### config.mk
export PLATFORM = sky130hd
export DESIGN_NAME = hazard_sequencer_flat
export DESIGN_NICKNAME = d
export VERILOG_FILES = /design/src/rtl/hazard_pkg.sv /design/src/rtl/hazard_sequencer_if.sv /design/src/rtl/forward_unit.sv /design/src/rtl/hazard_sequencer.sv /design/src/flat_wrapper.sv
export SDC_FILE = /design/constraint.sdc
export NUM_CORES = 1
export LEC_CHECK = 0
export CORE_UTILIZATION = 30
export DETAILED_ROUTE_END_ITERATION = 12
export PLACE_DENSITY_LB_ADDON = 0.08
export SKIP_CTS_REPAIR_TIMING = 1
export SKIP_LAST_GASP = 1
export SLEW_MARGIN = 20
export SYNTH_ARGS = -nofsm -noshare
export SYNTH_HDL_FRONTEND = slang
export SYNTH_HIERARCHICAL = 1
export SYNTH_SLANG_ARGS = --single-unit
### constraint.sdc
create_clock -name clk -period 2.2 [get_ports clk]
set_input_delay 0.33 -clock clk [delete_from_list [all_inputs] [get_ports clk]]
set_output_delay 0.33 -clock clk [all_outputs]
set_load 0.005 [all_outputs]
### src/rtl/hazard_pkg.sv
// Shared definitions for the pipeline hazard sequencer: FSM state encoding,
// forwarding select codes and the load result-select value.
package hazard_pkg;

   typedef enum logic [1:0] {
      IDLE     = 2'd0,
      MD_BUSY  = 2'd1,
      MEM_WAIT = 2'd2
   } state_t;

   localparam logic [1:0] FWD_RF      = 2'b00;
   localparam logic [1:0] FWD_WB      = 2'b01;
   localparam logic [1:0] FWD_MEM     = 2'b10;
   localparam logic [1:0] RESULT_LOAD = 2'b01;

   // A later stage can supply a source operand when it writes a non-x0
   // register that matches the source.
   function automatic logic fwd_hit(input logic we, input logic [4:0] rd,
                                    input logic [4:0] rs);
      return we && (rd != 5'd0) && (rd == rs);
   endfunction

endpackage

### src/rtl/hazard_sequencer_if.sv
// Bundle of pipeline-side signals seen by the hazard sequencer.
// master = pipeline datapath side, slave = sequencer side.
interface hazard_sequencer_if #(
   parameter int CNT_W = 32
);
   logic [4:0]       Rs1D, Rs2D;
   logic [4:0]       Rs1E, Rs2E, RdE;
   logic [4:0]       RdM, RdW;
   logic             RegWriteM, RegWriteW;
   logic [1:0]       ResultSrcE;
   logic             PCSrcE;
   logic             MdStartE;
   logic             MemAccessM;
   logic             DMemReadyM;
   logic             StallF, StallD, StallE, StallM;
   logic             FlushD, FlushE, FlushM, FlushW;
   logic [1:0]       ForwardAE, ForwardBE;
   logic             MdBusy;
   logic [CNT_W-1:0] StallCount;

   modport master (
      output Rs1D, Rs2D, Rs1E, Rs2E, RdE, RdM, RdW, RegWriteM, RegWriteW,
             ResultSrcE, PCSrcE, MdStartE, MemAccessM, DMemReadyM,
      input  StallF, StallD, StallE, StallM, FlushD, FlushE, FlushM, FlushW,
             ForwardAE, ForwardBE, MdBusy, StallCount
   );

   modport slave (
      input  Rs1D, Rs2D, Rs1E, Rs2E, RdE, RdM, RdW, RegWriteM, RegWriteW,
             ResultSrcE, PCSrcE, MdStartE, MemAccessM, DMemReadyM,
      output StallF, StallD, StallE, StallM, FlushD, FlushE, FlushM, FlushW,
             ForwardAE, ForwardBE, MdBusy, StallCount
   );
endinterface

### src/rtl/forward_unit.sv
// Combinational operand-forwarding select for one EX source register.
// MEM is the younger producer, so it wins over WB.
module forward_unit
   import hazard_pkg::*;
(
   input  logic [4:0] rs,
   input  logic [4:0] rd_m,
   input  logic [4:0] rd_w,
   input  logic       reg_write_m,
   input  logic       reg_write_w,
   output logic [1:0] fwd
);

   // Pick the youngest stage holding the value, else the register file.
   always_comb begin
      fwd = FWD_RF;
      if (fwd_hit(reg_write_m, rd_m, rs)) begin
         fwd = FWD_MEM;
      end else if (fwd_hit(reg_write_w, rd_w, rs)) begin
         fwd = FWD_WB;
      end
   end

endmodule

### src/rtl/hazard_sequencer.sv
// Pipeline controller: stall/flush generation, forwarding selects, sequencing
// of the iterative MUL/DIV unit and data-memory wait states, and a
// stall-cycle performance counter.
module hazard_sequencer
   import hazard_pkg::*;
#(
   parameter int MD_LATENCY = 4,
   parameter int CNT_W      = 32
) (
   input  logic              clk,
   input  logic              reset_n,
   hazard_sequencer_if.slave hz
);

   localparam int            MD_W    = $clog2(MD_LATENCY);
   localparam logic [MD_W-1:0] MD_LOAD = MD_W'(MD_LATENCY - 2);

   state_t          state_reg, state_next;
   logic [MD_W-1:0] md_cnt_reg, md_cnt_next;
   logic            md_saved_reg, md_saved_next;
   logic [CNT_W-1:0] stall_count_reg;

   logic mem_req, mem_wait, md_active, load_use;
   logic stall_f, stall_d, stall_e, stall_m;
   logic flush_d, flush_e, flush_m, flush_w;
   logic md_busy;

   logic [4:0] rs_e    [2];
   logic [1:0] fwd_sel [2];

   assign rs_e[0] = hz.Rs1E;
   assign rs_e[1] = hz.Rs2E;

   for (genvar gi = 0; gi < 2; gi++) begin : g_fwd
      forward_unit u_fwd (
         .rs          (rs_e[gi]),
         .rd_m        (hz.RdM),
         .rd_w        (hz.RdW),
         .reg_write_m (hz.RegWriteM),
         .reg_write_w (hz.RegWriteW),
         .fwd         (fwd_sel[gi])
      );
   end

   assign mem_req   = hz.MemAccessM && !hz.DMemReadyM;
   assign mem_wait  = (state_reg == MEM_WAIT) || ((state_reg == IDLE) && mem_req);
   assign md_active = (state_reg == MD_BUSY) || ((state_reg == IDLE) && hz.MdStartE);
   assign load_use  = (hz.ResultSrcE == RESULT_LOAD) && (hz.RdE != 5'd0) &&
                      ((hz.RdE == hz.Rs1D) || (hz.RdE == hz.Rs2D));

   // FSM state, MD countdown and saved-MD flag.
   always_ff @(posedge clk or negedge reset_n) begin
      if (!reset_n) begin
         state_reg    <= IDLE;
         md_cnt_reg   <= '0;
         md_saved_reg <= 1'b0;
      end else begin
         state_reg    <= state_next;
         md_cnt_reg   <= md_cnt_next;
         md_saved_reg <= md_saved_next;
      end
   end

   // Next-state logic. The cycle that raises a memory wait during MD_BUSY
   // still counts as MD progress; the count is held only while in MEM_WAIT.
   always_comb begin
      state_next    = state_reg;
      md_cnt_next   = md_cnt_reg;
      md_saved_next = md_saved_reg;
      unique case (state_reg)
         IDLE: begin
            if (mem_req) begin
               state_next    = MEM_WAIT;
               md_saved_next = 1'b0;
            end else if (hz.MdStartE) begin
               state_next  = MD_BUSY;
               md_cnt_next = MD_LOAD;
            end
         end
         MD_BUSY: begin
            if (md_cnt_reg != '0) begin
               md_cnt_next = md_cnt_reg - MD_W'(1);
            end
            if (mem_req) begin
               state_next    = MEM_WAIT;
               md_saved_next = 1'b1;
            end else if (md_cnt_reg == '0) begin
               state_next = IDLE;
            end
         end
         MEM_WAIT: begin
            if (hz.DMemReadyM) begin
               md_saved_next = 1'b0;
               if (md_saved_reg) begin
                  state_next = MD_BUSY;
               end else if (hz.MdStartE) begin
                  state_next  = MD_BUSY;
                  md_cnt_next = MD_LOAD;
               end else begin
                  state_next = IDLE;
               end
            end
         end
         default: begin
            state_next    = IDLE;
            md_cnt_next   = '0;
            md_saved_next = 1'b0;
         end
      endcase
   end

   // Stall/flush priority: reset, memory wait, MD busy, taken branch, load-use.
   always_comb begin
      stall_f = 1'b0;
      stall_d = 1'b0;
      stall_e = 1'b0;
      stall_m = 1'b0;
      flush_d = 1'b0;
      flush_e = 1'b0;
      flush_m = 1'b0;
      flush_w = 1'b0;
      if (!reset_n) begin
         flush_d = 1'b1;
         flush_e = 1'b1;
         flush_m = 1'b1;
         flush_w = 1'b1;
      end else if (mem_wait) begin
         stall_f = 1'b1;
         stall_d = 1'b1;
         stall_e = 1'b1;
         stall_m = 1'b1;
         flush_w = 1'b1;
      end else if (md_active) begin
         stall_f = 1'b1;
         stall_d = 1'b1;
         stall_e = 1'b1;
         flush_m = 1'b1;
      end else if (hz.PCSrcE) begin
         flush_d = 1'b1;
         flush_e = 1'b1;
      end else if (load_use) begin
         stall_f = 1'b1;
         stall_d = 1'b1;
         flush_e = 1'b1;
      end
   end

   // MdBusy also covers the start cycle so it spans the full MD occupancy.
   assign md_busy = reset_n && (((state_reg == IDLE) && hz.MdStartE && !mem_req) ||
                                (state_reg == MD_BUSY) ||
                                ((state_reg == MEM_WAIT) && md_saved_reg));

   // Free-running count of fetch-stall cycles, wrapping naturally.
   always_ff @(posedge clk or negedge reset_n) begin
      if (!reset_n) begin
         stall_count_reg <= '0;
      end else if (stall_f) begin
         stall_count_reg <= stall_count_reg + CNT_W'(1);
      end
   end

   assign hz.StallF     = stall_f;
   assign hz.StallD     = stall_d;
   assign hz.StallE     = stall_e;
   assign hz.StallM     = stall_m;
   assign hz.FlushD     = flush_d;
   assign hz.FlushE     = flush_e;
   assign hz.FlushM     = flush_m;
   assign hz.FlushW     = flush_w;
   assign hz.ForwardAE  = fwd_sel[0];
   assign hz.ForwardBE  = fwd_sel[1];
   assign hz.MdBusy     = md_busy;
   assign hz.StallCount = stall_count_reg;

endmodule

### src/flat_wrapper.sv
// flat-port wrapper written by rule: the top's interface ports become plain ports
module hazard_sequencer_flat import hazard_pkg::*;
#(
   parameter int MD_LATENCY = 4,
   parameter int CNT_W      = 32
)
  (clk, reset_n, hz_Rs1D, hz_Rs2D, hz_Rs1E, hz_Rs2E, hz_RdE, hz_RdM, hz_RdW, hz_RegWriteM, hz_RegWriteW, hz_ResultSrcE, hz_PCSrcE, hz_MdStartE, hz_MemAccessM, hz_DMemReadyM, hz_StallF, hz_StallD, hz_StallE, hz_StallM, hz_FlushD, hz_FlushE, hz_FlushM, hz_FlushW, hz_ForwardAE, hz_ForwardBE, hz_MdBusy, hz_StallCount);
  hazard_sequencer_if #(.CNT_W(CNT_W)) hz_i ();
  input  logic clk;
  input  logic reset_n;
  input wire logic [$bits(hz_i.Rs1D)-1:0] hz_Rs1D;
  input wire logic [$bits(hz_i.Rs2D)-1:0] hz_Rs2D;
  input wire logic [$bits(hz_i.Rs1E)-1:0] hz_Rs1E;
  input wire logic [$bits(hz_i.Rs2E)-1:0] hz_Rs2E;
  input wire logic [$bits(hz_i.RdE)-1:0] hz_RdE;
  input wire logic [$bits(hz_i.RdM)-1:0] hz_RdM;
  input wire logic [$bits(hz_i.RdW)-1:0] hz_RdW;
  input wire logic [$bits(hz_i.RegWriteM)-1:0] hz_RegWriteM;
  input wire logic [$bits(hz_i.RegWriteW)-1:0] hz_RegWriteW;
  input wire logic [$bits(hz_i.ResultSrcE)-1:0] hz_ResultSrcE;
  input wire logic [$bits(hz_i.PCSrcE)-1:0] hz_PCSrcE;
  input wire logic [$bits(hz_i.MdStartE)-1:0] hz_MdStartE;
  input wire logic [$bits(hz_i.MemAccessM)-1:0] hz_MemAccessM;
  input wire logic [$bits(hz_i.DMemReadyM)-1:0] hz_DMemReadyM;
  output wire logic [$bits(hz_i.StallF)-1:0] hz_StallF;
  output wire logic [$bits(hz_i.StallD)-1:0] hz_StallD;
  output wire logic [$bits(hz_i.StallE)-1:0] hz_StallE;
  output wire logic [$bits(hz_i.StallM)-1:0] hz_StallM;
  output wire logic [$bits(hz_i.FlushD)-1:0] hz_FlushD;
  output wire logic [$bits(hz_i.FlushE)-1:0] hz_FlushE;
  output wire logic [$bits(hz_i.FlushM)-1:0] hz_FlushM;
  output wire logic [$bits(hz_i.FlushW)-1:0] hz_FlushW;
  output wire logic [$bits(hz_i.ForwardAE)-1:0] hz_ForwardAE;
  output wire logic [$bits(hz_i.ForwardBE)-1:0] hz_ForwardBE;
  output wire logic [$bits(hz_i.MdBusy)-1:0] hz_MdBusy;
  output wire logic [$bits(hz_i.StallCount)-1:0] hz_StallCount;
  assign hz_i.Rs1D = hz_Rs1D;
  assign hz_i.Rs2D = hz_Rs2D;
  assign hz_i.Rs1E = hz_Rs1E;
  assign hz_i.Rs2E = hz_Rs2E;
  assign hz_i.RdE = hz_RdE;
  assign hz_i.RdM = hz_RdM;
  assign hz_i.RdW = hz_RdW;
  assign hz_i.RegWriteM = hz_RegWriteM;
  assign hz_i.RegWriteW = hz_RegWriteW;
  assign hz_i.ResultSrcE = hz_ResultSrcE;
  assign hz_i.PCSrcE = hz_PCSrcE;
  assign hz_i.MdStartE = hz_MdStartE;
  assign hz_i.MemAccessM = hz_MemAccessM;
  assign hz_i.DMemReadyM = hz_DMemReadyM;
  assign hz_StallF = hz_i.StallF;
  assign hz_StallD = hz_i.StallD;
  assign hz_StallE = hz_i.StallE;
  assign hz_StallM = hz_i.StallM;
  assign hz_FlushD = hz_i.FlushD;
  assign hz_FlushE = hz_i.FlushE;
  assign hz_FlushM = hz_i.FlushM;
  assign hz_FlushW = hz_i.FlushW;
  assign hz_ForwardAE = hz_i.ForwardAE;
  assign hz_ForwardBE = hz_i.ForwardBE;
  assign hz_MdBusy = hz_i.MdBusy;
  assign hz_StallCount = hz_i.StallCount;
  hazard_sequencer #(.MD_LATENCY(MD_LATENCY), .CNT_W(CNT_W)) u_core (.clk(clk), .reset_n(reset_n), .hz(hz_i));
endmodule
==> results of run 1 <==
how the worst min path moves through the flow:
stage	end	depth (start not counted)	slack (ns)
after floorplan	u_core/hz.StallCount[0]$_DFFE_PN0P_	0	0.03
after global placement	u_core/md_saved_reg$_DFFE_PN0P_	1	0.17
after detailed placement	u_core/md_saved_reg$_DFFE_PN0P_	1	0.17
after CTS	u_core/md_saved_reg$_DFFE_PN0P_	1	-0.16
after global routing	u_core/hz.StallCount[8]$_DFFE_PN0P_	2	0.24
final	u_core/state_reg[0]$_DFFE_PN0P_	2	0.17
power by group through the flow:
stage | clock network [uW] | logic, uW | registers, uW
CTS | 731 | 832 | 910
global route | 756 | 928 | 933
global placement | 0 | 827 | 918
detailed placement | 0 | 828 | 921
finish | 700 | 842 | 912
floorplan | 0 | 435 | 871
worst register-to-register path, stage by stage, from the launching register on:
cell and delay [ns]:
sky130_fd_sc_hd__dfrtp_1 0.46, sky130_fd_sc_hd__o311a_4 0.43, sky130_fd_sc_hd__a31o_4 0.22, sky130_fd_sc_hd__buf_4 0.15, sky130_fd_sc_hd__buf_4 0.16, sky130_fd_sc_hd__and4b_1 0.21
sky130_fd_sc_hd__xor2_1 0.14
kinds of logic after synthesis:
family                   count (synthesis)
AO/OA/AOI/OAI                           26
XOR/XNOR                                57
adder cells (fa/ha/maj)                  2
buffers and inverters                   16
flip-flops                              37
multiplexers                             1
AND/OR/NAND/NOR                        106
through the flow:
step	worst slack, ns	setup TNS, ns	hold WS (ns)	util (%)
final	-0.0919	-0.0919	0.174	51.2
after global routing	-0.153	-0.157	0.236	51.2
after CTS	-0.355	-2.25	-0.156	49.0
after detailed placement	-0.356	-3.80	0.168	47.2
after global placement	-0.335	-3.34	0.165	47.2
after floorplan	0.354	0	0.0344	-
per-layer routing:
metal,track usage (%),vias to the layer above
met4,6.99,0
li1,-,1112
met5,0,-
met2,23.7,63
met1,19.6,1027
met3,4.38,6
layout make-up:
class	instances	share of cell area, %
sequential	37	24.3
timing repair buffer	120	31.3
multi-input combinational	192	36.9
clock buffer	5	1.80
clock inverter	3	1.71
tap	99	3.25
inverter	8	0.787
cell usage in the layout (no fill, tap or decap), types with 2 or more instances in the layout:
cell                              instances
sky130_fd_sc_hd__nor4_2                   2
sky130_fd_sc_hd__and3_1                   8
sky130_fd_sc_hd__a21oi_1                  6
sky130_fd_sc_hd__a211oi_2                 2
sky130_fd_sc_hd__dlymetal6s2s_1          29
sky130_fd_sc_hd__o41ai_2                  2
sky130_fd_sc_hd__o22a_1                   2
sky130_fd_sc_hd__buf_4                   30
sky130_fd_sc_hd__nor2b_1                  4
sky130_fd_sc_hd__nand4_1                 22
sky130_fd_sc_hd__nor4_1                   2
sky130_fd_sc_hd__a31oi_1                  2
sky130_fd_sc_hd__clkbuf_8                 5
sky130_fd_sc_hd__nand2_1                 23
sky130_fd_sc_hd__clkdlybuf4s50_1         59
sky130_fd_sc_hd__and2_1                   3
sky130_fd_sc_hd__nor3_1                   4
sky130_fd_sc_hd__nor3_2                   4
sky130_fd_sc_hd__dfrtp_1                 37
sky130_fd_sc_hd__xnor2_1                 48
sky130_fd_sc_hd__ha_1                     2
sky130_fd_sc_hd__nor2_1                   9
sky130_fd_sc_hd__xor2_1                   9
sky130_fd_sc_hd__nor2_2                   3
sky130_fd_sc_hd__nand4b_1                 2
sky130_fd_sc_hd__nor3b_1                  3
sky130_fd_sc_hd__o21ai_0                  6
sky130_fd_sc_hd__inv_1                    8
sky130_fd_sc_hd__nand3_1                  9
sky130_fd_sc_hd__bufinv_16                2
==> results.md, run 1 <==
* Largest cells by area after synthesis: sky130_fd_sc_hd__dfrtp_1 (39%), sky130_fd_sc_hd__xnor2_1 (18%), sky130_fd_sc_hd__nand4_1 (5.8%), sky130_fd_sc_hd__nand2_1 (3.7%), sky130_fd_sc_hd__xor2_1 (3.3%)
* Initial antenna violation count at 0
* Final design area excluding fillers at 3810 um^2
* Ant. Diodes at 0
* Avg WL per Cell at roughly 13 um
* Highest Signal Layer: met4
* Count of flip-flops with a built-in enable after synthesis at 0
* Nature of the critical path startpoint: input pin
* Post-route met1 wirelength at about 2800 um
* Number of clock buffers inserted by TritonCTS at 5
* Kind of cell with the highest combined delay on the critical path: buffers and inverters
* Global routing usage summed across all routing layers at approximately 15%
* Commonest cells post-synth: sky130_fd_sc_hd__xnor2_1 (48), sky130_fd_sc_hd__dfrtp_1 (37), sky130_fd_sc_hd__nand2_1 (23), sky130_fd_sc_hd__nand4_1 (22), sky130_fd_sc_hd__nor2_1 (12)
* Clk_skew at ~0.0042 ns
* Largest family of logic cells by synthesized area: simple AND/OR/NAND/NOR gates
* Fraction of the mapped netlist area in compound gates at under 10%
* Post-Route WL at 6100 um
* Ys flop type: sky130_fd_sc_hd__dfrtp_1
* Simple-gate area share of the yosys netlist at 26.0%
* Internal Pwr Total at about 1700 uW
* Routed wire length on met3 at a little under 400 um
* Post-Layout Cell Count at 464
* Summed instance area of the synthesized netlist at between 2000 and 2500 um^2
* Static leakage power at 0.00179 uW
* Buf+Inv Stages, Crit Path at 3
* Overall die area at a little over 8000 um^2
* Path depth of the worst reg2reg path at 6
* Multi-input gate area in the final layout at roughly 1400 um^2
* TritonCTS clock tree: done
* Worst skew pair latency at around 0.29 ns
* DRC violations left at 0
* Largest net degree at the start of global routing at 36
* Maximum operating frequency at ~0.44 GHz
* MaxCap Viol Count at 0
* Critical path's slowest cell: sky130_fd_sc_hd__clkdlybuf4s50_1
* Gate count of the mapped netlist at approximately 250
* Net count reported at finish at roughly 400
* Number of global-route vias before repair at approximately 2100
* Final worst path period need at approximately 2.3 ns
* Cell type contributing the most total cell area after synthesis: sky130_fd_sc_hd__dfrtp_1
* Data arrival time of the critical path at about 2.0 ns
* Area of all sequential standard cells at around 930 um^2
* Clk buf depth at 2
* P_sw at 738 uW
* Warnings, synthesis at 6
* # rows at 31
* Number of buffers added on ports at a little under 90
* Switching part of the total at a little under a third
* Setup repair after global routing missed its margin: yes
* Power share of the sequential group at between 30 and 40%
* Routed wire length on met2 at 2790 um
* Area share of the largest cell type after synthesis at approximately 39%
* Detailed-route vias per instance at around 4.8
* Count of antenna-violating nets left after detailed routing at 0
* Post-route fraction of the period consumed by the critical path at 104%
* Number of DRC violations after detailed-routing iteration 0 at between 60 and 70
* Share of synthesized cell area in full adder, half adder and majority cells at under 10%
* Number of placed instances with taps included at ~450
* Root Driver: sky130_fd_sc_hd__clkbuf_8
* Area growth from synthesis to layout at 61.5%
* Worst-path maximum fanout at 5
* Critical path endpoint: hz_StallD
* Die Y-Extent at just over 90 um
* Series of cell instances along the critical path: clkdlybuf4s50_1, or4_1, nor2_2, nor3b_2, a31o_4, buf_4, dlymetal6s2s_1
* Effective utilization at floorplan at between 30% and 40%
* Clock sink count at 37
* Max-slew violation count at 0
* Flip-flop count of the largest register, all copies and words added at 32
* Multiplexer fraction of the synthesized cell area at less than 1%
* H-Tree Depth at 2
* Power share of the combinational group at roughly 34%
* Number of iterations in the first detailed-routing pass at 4
* CP endpoint kind: output port
* Highest ir drop seen on vdd at between 0.0003 and 0.0004 V
* Remaining global-route overflow at 0
* Number of synthesized register bits at 37
* Crit Path Class: input pin to output port
* Synthesized netlist net count at around 300
* R2r setup slk at 0.31 ns
* Layout filler cell count at between 700 and 800
* First-pass GRT wire length at 10100 um
* Delay of the slowest cell on the worst path at between 0.4 and 0.5 ns
* Pwr dens at around 640 nW/um^2
* I/O pin cnt at 90
* Core area at 7450 um^2
* Final-report setup violation count at 1
* Status: complete, but fails checks
* Via total after detailed routing at approximately 2200
* Violated checks: negative setup slack
* Clock transition at path regs at approximately 0.07 ns
* Share of synthesized registers carrying an async set or reset at 100%
* Required time at the endpoint of the critical path at 1.87 ns
* Distinct cell type count of the synthesized netlist at 39
* CP Launch Point: hz_RdE[4]
* Final hold vios at 0
* Post-synthesis average cell area at between 9 and 10 um^2
* Placed instance area at around 3500 um^2
* HP Class: input pin to async pin
* Max-slew headroom at between 60% and 70%
* Final setup slack of the worst path at -0.0919 ns
* Endpoint of the most critical register-to-register path: u_core/hz.StallCount[25]$_DFFE_PN0P_
* Die X-Extent at ~91 um
* Actual slew at the worst max-slew pin at between 0.4 and 0.5 ns
* Start of the worst register-to-register path: u_core/state_reg[0]$_DFFE_PN0P_
* Proportion of synthesized chip area in sequential cells at between 30% and 40%
* Number of logic stages on the critical path including buffering at 7
* Share of cells above drive strength 1 at between 10% and 20%
* Cell with the most instances after synthesis: sky130_fd_sc_hd__xnor2_1
* Fraction of synthesized cell area in xor and xnor cells at between 20% and 30%
* Routability-driven placement congestion ratio at approximately 0.77
* Hpwl dp at between 4000 and 5000 um
* Power after layout at about 2500 uW
* Clock power share at ~28%
No activity file was read; power rests on OpenSTA's default activity.
==> run 2, diff against run 1 <==
- CORE_ASPECT_RATIO: unset -> 0.7
- CTS_BUF_LIST: unset -> sky130_fd_sc_hd__clkbuf_4 sky130_fd_sc_hd__clkbuf_8
==> results.md, run 2 (same netlist as run 1, synthesis figures left out) <==
* Via total after detailed routing at 2232 (+1.1%)
* Max-slew headroom at 68.5% (-1.3 points)
* Start of the worst register-to-register path: u_core/hz.StallCount[17]$_DFFE_PN0P_
* Commonest non-fill, non-tap cell in the layout: sky130_fd_sc_hd__clkdlybuf4s50_1
* Clock transition at path regs at 0.08 ns (about the same)
* Final worst path period need at 2.17 ns (-0.125 ns)
* Met2 GRT Util at 23.0% (-0.68 points)
* Net count reported at finish at 410 (-0.24%)
* Endpoint of the most critical register-to-register path: u_core/hz.StallCount[31]$_DFFE_PN0P_
* Post-Route WL at 6480 um (+6.2%)
* Number of global-route vias before repair at 2277 (+6.4%)
* Die X-Extent at 108 um (+19%)
* Effective utilization at floorplan at 31.7% (about the same)
* Clk_skew at 0.00394 ns (-0.000290 ns)
* Layout filler cell count at 708 (-0.28%)
* # rows at 26 (-16%)
* Number of DRC violations after detailed-routing iteration 0 at 80 (+29%)
* Largest net degree at the start of global routing at 23 (-36%)
* Detailed-route vias per instance at 4.83 (+1.5%)
* MaxCap Viol Count at 0 (unchanged)
* Nature of the critical path startpoint: input pin
* Most frequent cells in the layout: sky130_fd_sc_hd__clkdlybuf4s50_1 (61), sky130_fd_sc_hd__xnor2_1 (48), sky130_fd_sc_hd__dfrtp_1 (37), sky130_fd_sc_hd__buf_4 (30), sky130_fd_sc_hd__dlymetal6s2s_1 (27)
* Share of cells above drive strength 1 at 16.8% (-0.23 points)
* Critical path endpoint: hz_StallE
* Clk buf depth at 2 (unchanged)
* Actual slew at the worst max-slew pin at 0.472 ns (+0.0188 ns)
* R2r setup slk at 0.30 ns (about the same)
* DRC violations left at 0 (unchanged)
* Max-slew violation count at 0 (unchanged)
* Count of antenna-violating nets left after detailed routing at 0 (unchanged)
* Core area at 7450 um^2 (about the same)
* Flip-flop count of the largest register, all copies and words added at 32 (unchanged)
* Final design area excluding fillers at 3770 um^2 (-1.2%)
* Avg WL per Cell at 14.0 um (+6.7%)
* Hpwl dp at 5000 um (+11%)
* Post-route fraction of the period consumed by the critical path at 98.5% (-5.7 points)
* TritonCTS clock tree: done
* Clock sink count at 37 (unchanged)
* Overall die area at 8230 um^2 (about the same)
* Worst skew pair latency at 0.29 ns (about the same)
* Global routing usage summed across all routing layers at 16.9% (+1.6 points)
* Pwr dens at 597 nW/um^2 (-7.1%)
* CP Launch Point: hz_DMemReadyM
* Number of iterations in the first detailed-routing pass at 4 (unchanged)
* Area growth from synthesis to layout at 59.6%
* First-pass GRT wire length at 11200 um (+11%)
* Required time at the endpoint of the critical path at 1.87 ns (about the same)
* Routability-driven placement congestion ratio at 0.809 (+5.3%)
* GR Util met1 at 26.6% (+7.0 points)
* Grt met3 use at 4.53% (+0.16 points)
* Number of placed instances with taps included at 451 (-0.22%)
* Number of clock buffers inserted by TritonCTS at 5 (unchanged)
* Number of buffers added on ports at 89 (unchanged)
* Utilization after layout at 50.6% (-0.64 points)
* I/O pin cnt at 90 (unchanged)
* Highest ir drop seen on vdd at 0.000480 V (+28%)
* Data arrival time of the critical path at 1.84 ns (-0.12 ns)
* CP endpoint kind: output port
* Final hold vios at 0 (unchanged)
* Ant. Diodes at 0 (unchanged)
* Worst hold margin at 0.130 ns (-0.0439 ns)
* Die Y-Extent at 76.2 um (-16%)
* Static leakage power at 0.00176 uW (-1.8%)
* H-Tree Depth at 2 (unchanged)
* Path depth of the worst reg2reg path at 6 (unchanged)
* HP Class: input pin to async pin
* Most Used Layer, Global Route: met1
* Status: completed
* Final-report setup violation count at 0 (-1)
* Root Driver: sky130_fd_sc_hd__clkbuf_8
* Worst-path maximum fanout at 4 (-1)
* Remaining global-route overflow at 0 (unchanged)
* Crit Path Class: input pin to output port
* Initial antenna violation count at 0 (unchanged)
* Placed instance area at 3520 um^2 (about the same)
* Maximum operating frequency at 0.462 GHz (+5.8%)
* Post-Layout Cell Count at 462 (-0.43%)
run 2: changes by cell type in the layout (fill, tap and decap cells not counted), sizes merged:
cell | previous run | this run
clkbuf | 5 | 6
bufinv | 2 | 0
dlymetal6s2s | 29 | 27
dlygate4sd3 | 1 | 0
clkdlybuf4s50 | 59 | 61
clkinv | 1 | 2
run 2: layout make-up:
class | count | area [um^2] | area share (%)
flip-flops and latches | 37 | 926 | 24.6
well taps | 98 | 123 | 3.25
repair buffers | 119 | 1180 | 31.3
clock inverters | 2 | 13.8 | 0.365
clock buffers | 6 | 82.6 | 2.19
inverters | 8 | 30.0 | 0.797
multi-input cells | 192 | 1410 | 37.5
run 2: worst min-delay path by stage:
stage                     startpoint                                   end  slack [ns]  depth (start not counted)
after floorplan              reset_n   u_core/hz.StallCount[0]$_DFFE_PN0P_        0.03                          0
final                        reset_n  u_core/hz.StallCount[25]$_DFFE_PN0P_        0.13                          2
after global routing         reset_n  u_core/hz.StallCount[25]$_DFFE_PN0P_        0.15                          2
after CTS                    reset_n  u_core/hz.StallCount[18]$_DFFE_PN0P_        0.12                          2
after detailed placement     reset_n  u_core/hz.StallCount[25]$_DFFE_PN0P_        0.44                          2
after global placement       reset_n  u_core/hz.StallCount[25]$_DFFE_PN0P_        0.43                          2
run 2: stage by stage:
| step | TNS, ns | setup WS, ns | total power, uW |
|---|---|---|---|
| CTS | -2.10 | -0.324 | 2260 |
| floorplan | 0 | 0.354 | 1310 |
| detailed placement | -8.05 | -0.316 | 1740 |
| global route | -0.00211 | -0.00211 | 2440 |
| finish | 0 | 0.0333 | 2250 |
| global placement | -7.38 | -0.310 | 1730 |
run 2: critical path, cell delays in order:
cell                              delay [ns]
sky130_fd_sc_hd__clkdlybuf4s50_1        0.49
sky130_fd_sc_hd__nand2b_4               0.13
sky130_fd_sc_hd__nand2_1                0.09
sky130_fd_sc_hd__o311a_4                0.34
sky130_fd_sc_hd__clkdlybuf4s50_1        0.46
run 2: where the power goes:
part           leakage (uW)  internal (uW)  total (uW)  switching [uW]
logic               0.00121            477         836             360
registers          0.000498            776         902             127
clock network     0.0000512            254         512             258
total               0.00176           1510        2250             744
run 2: per-layer routing:
layer / vias to the layer above / part of all wire, % / wire [um]
met5: - / 0 / 0
met4: 0 / 0.25 / 16
met3: 3 / 6.2 / 404
met2: 69 / 40 / 2600
met1: 1045 / 53 / 3460
li1: 1115 / - / -
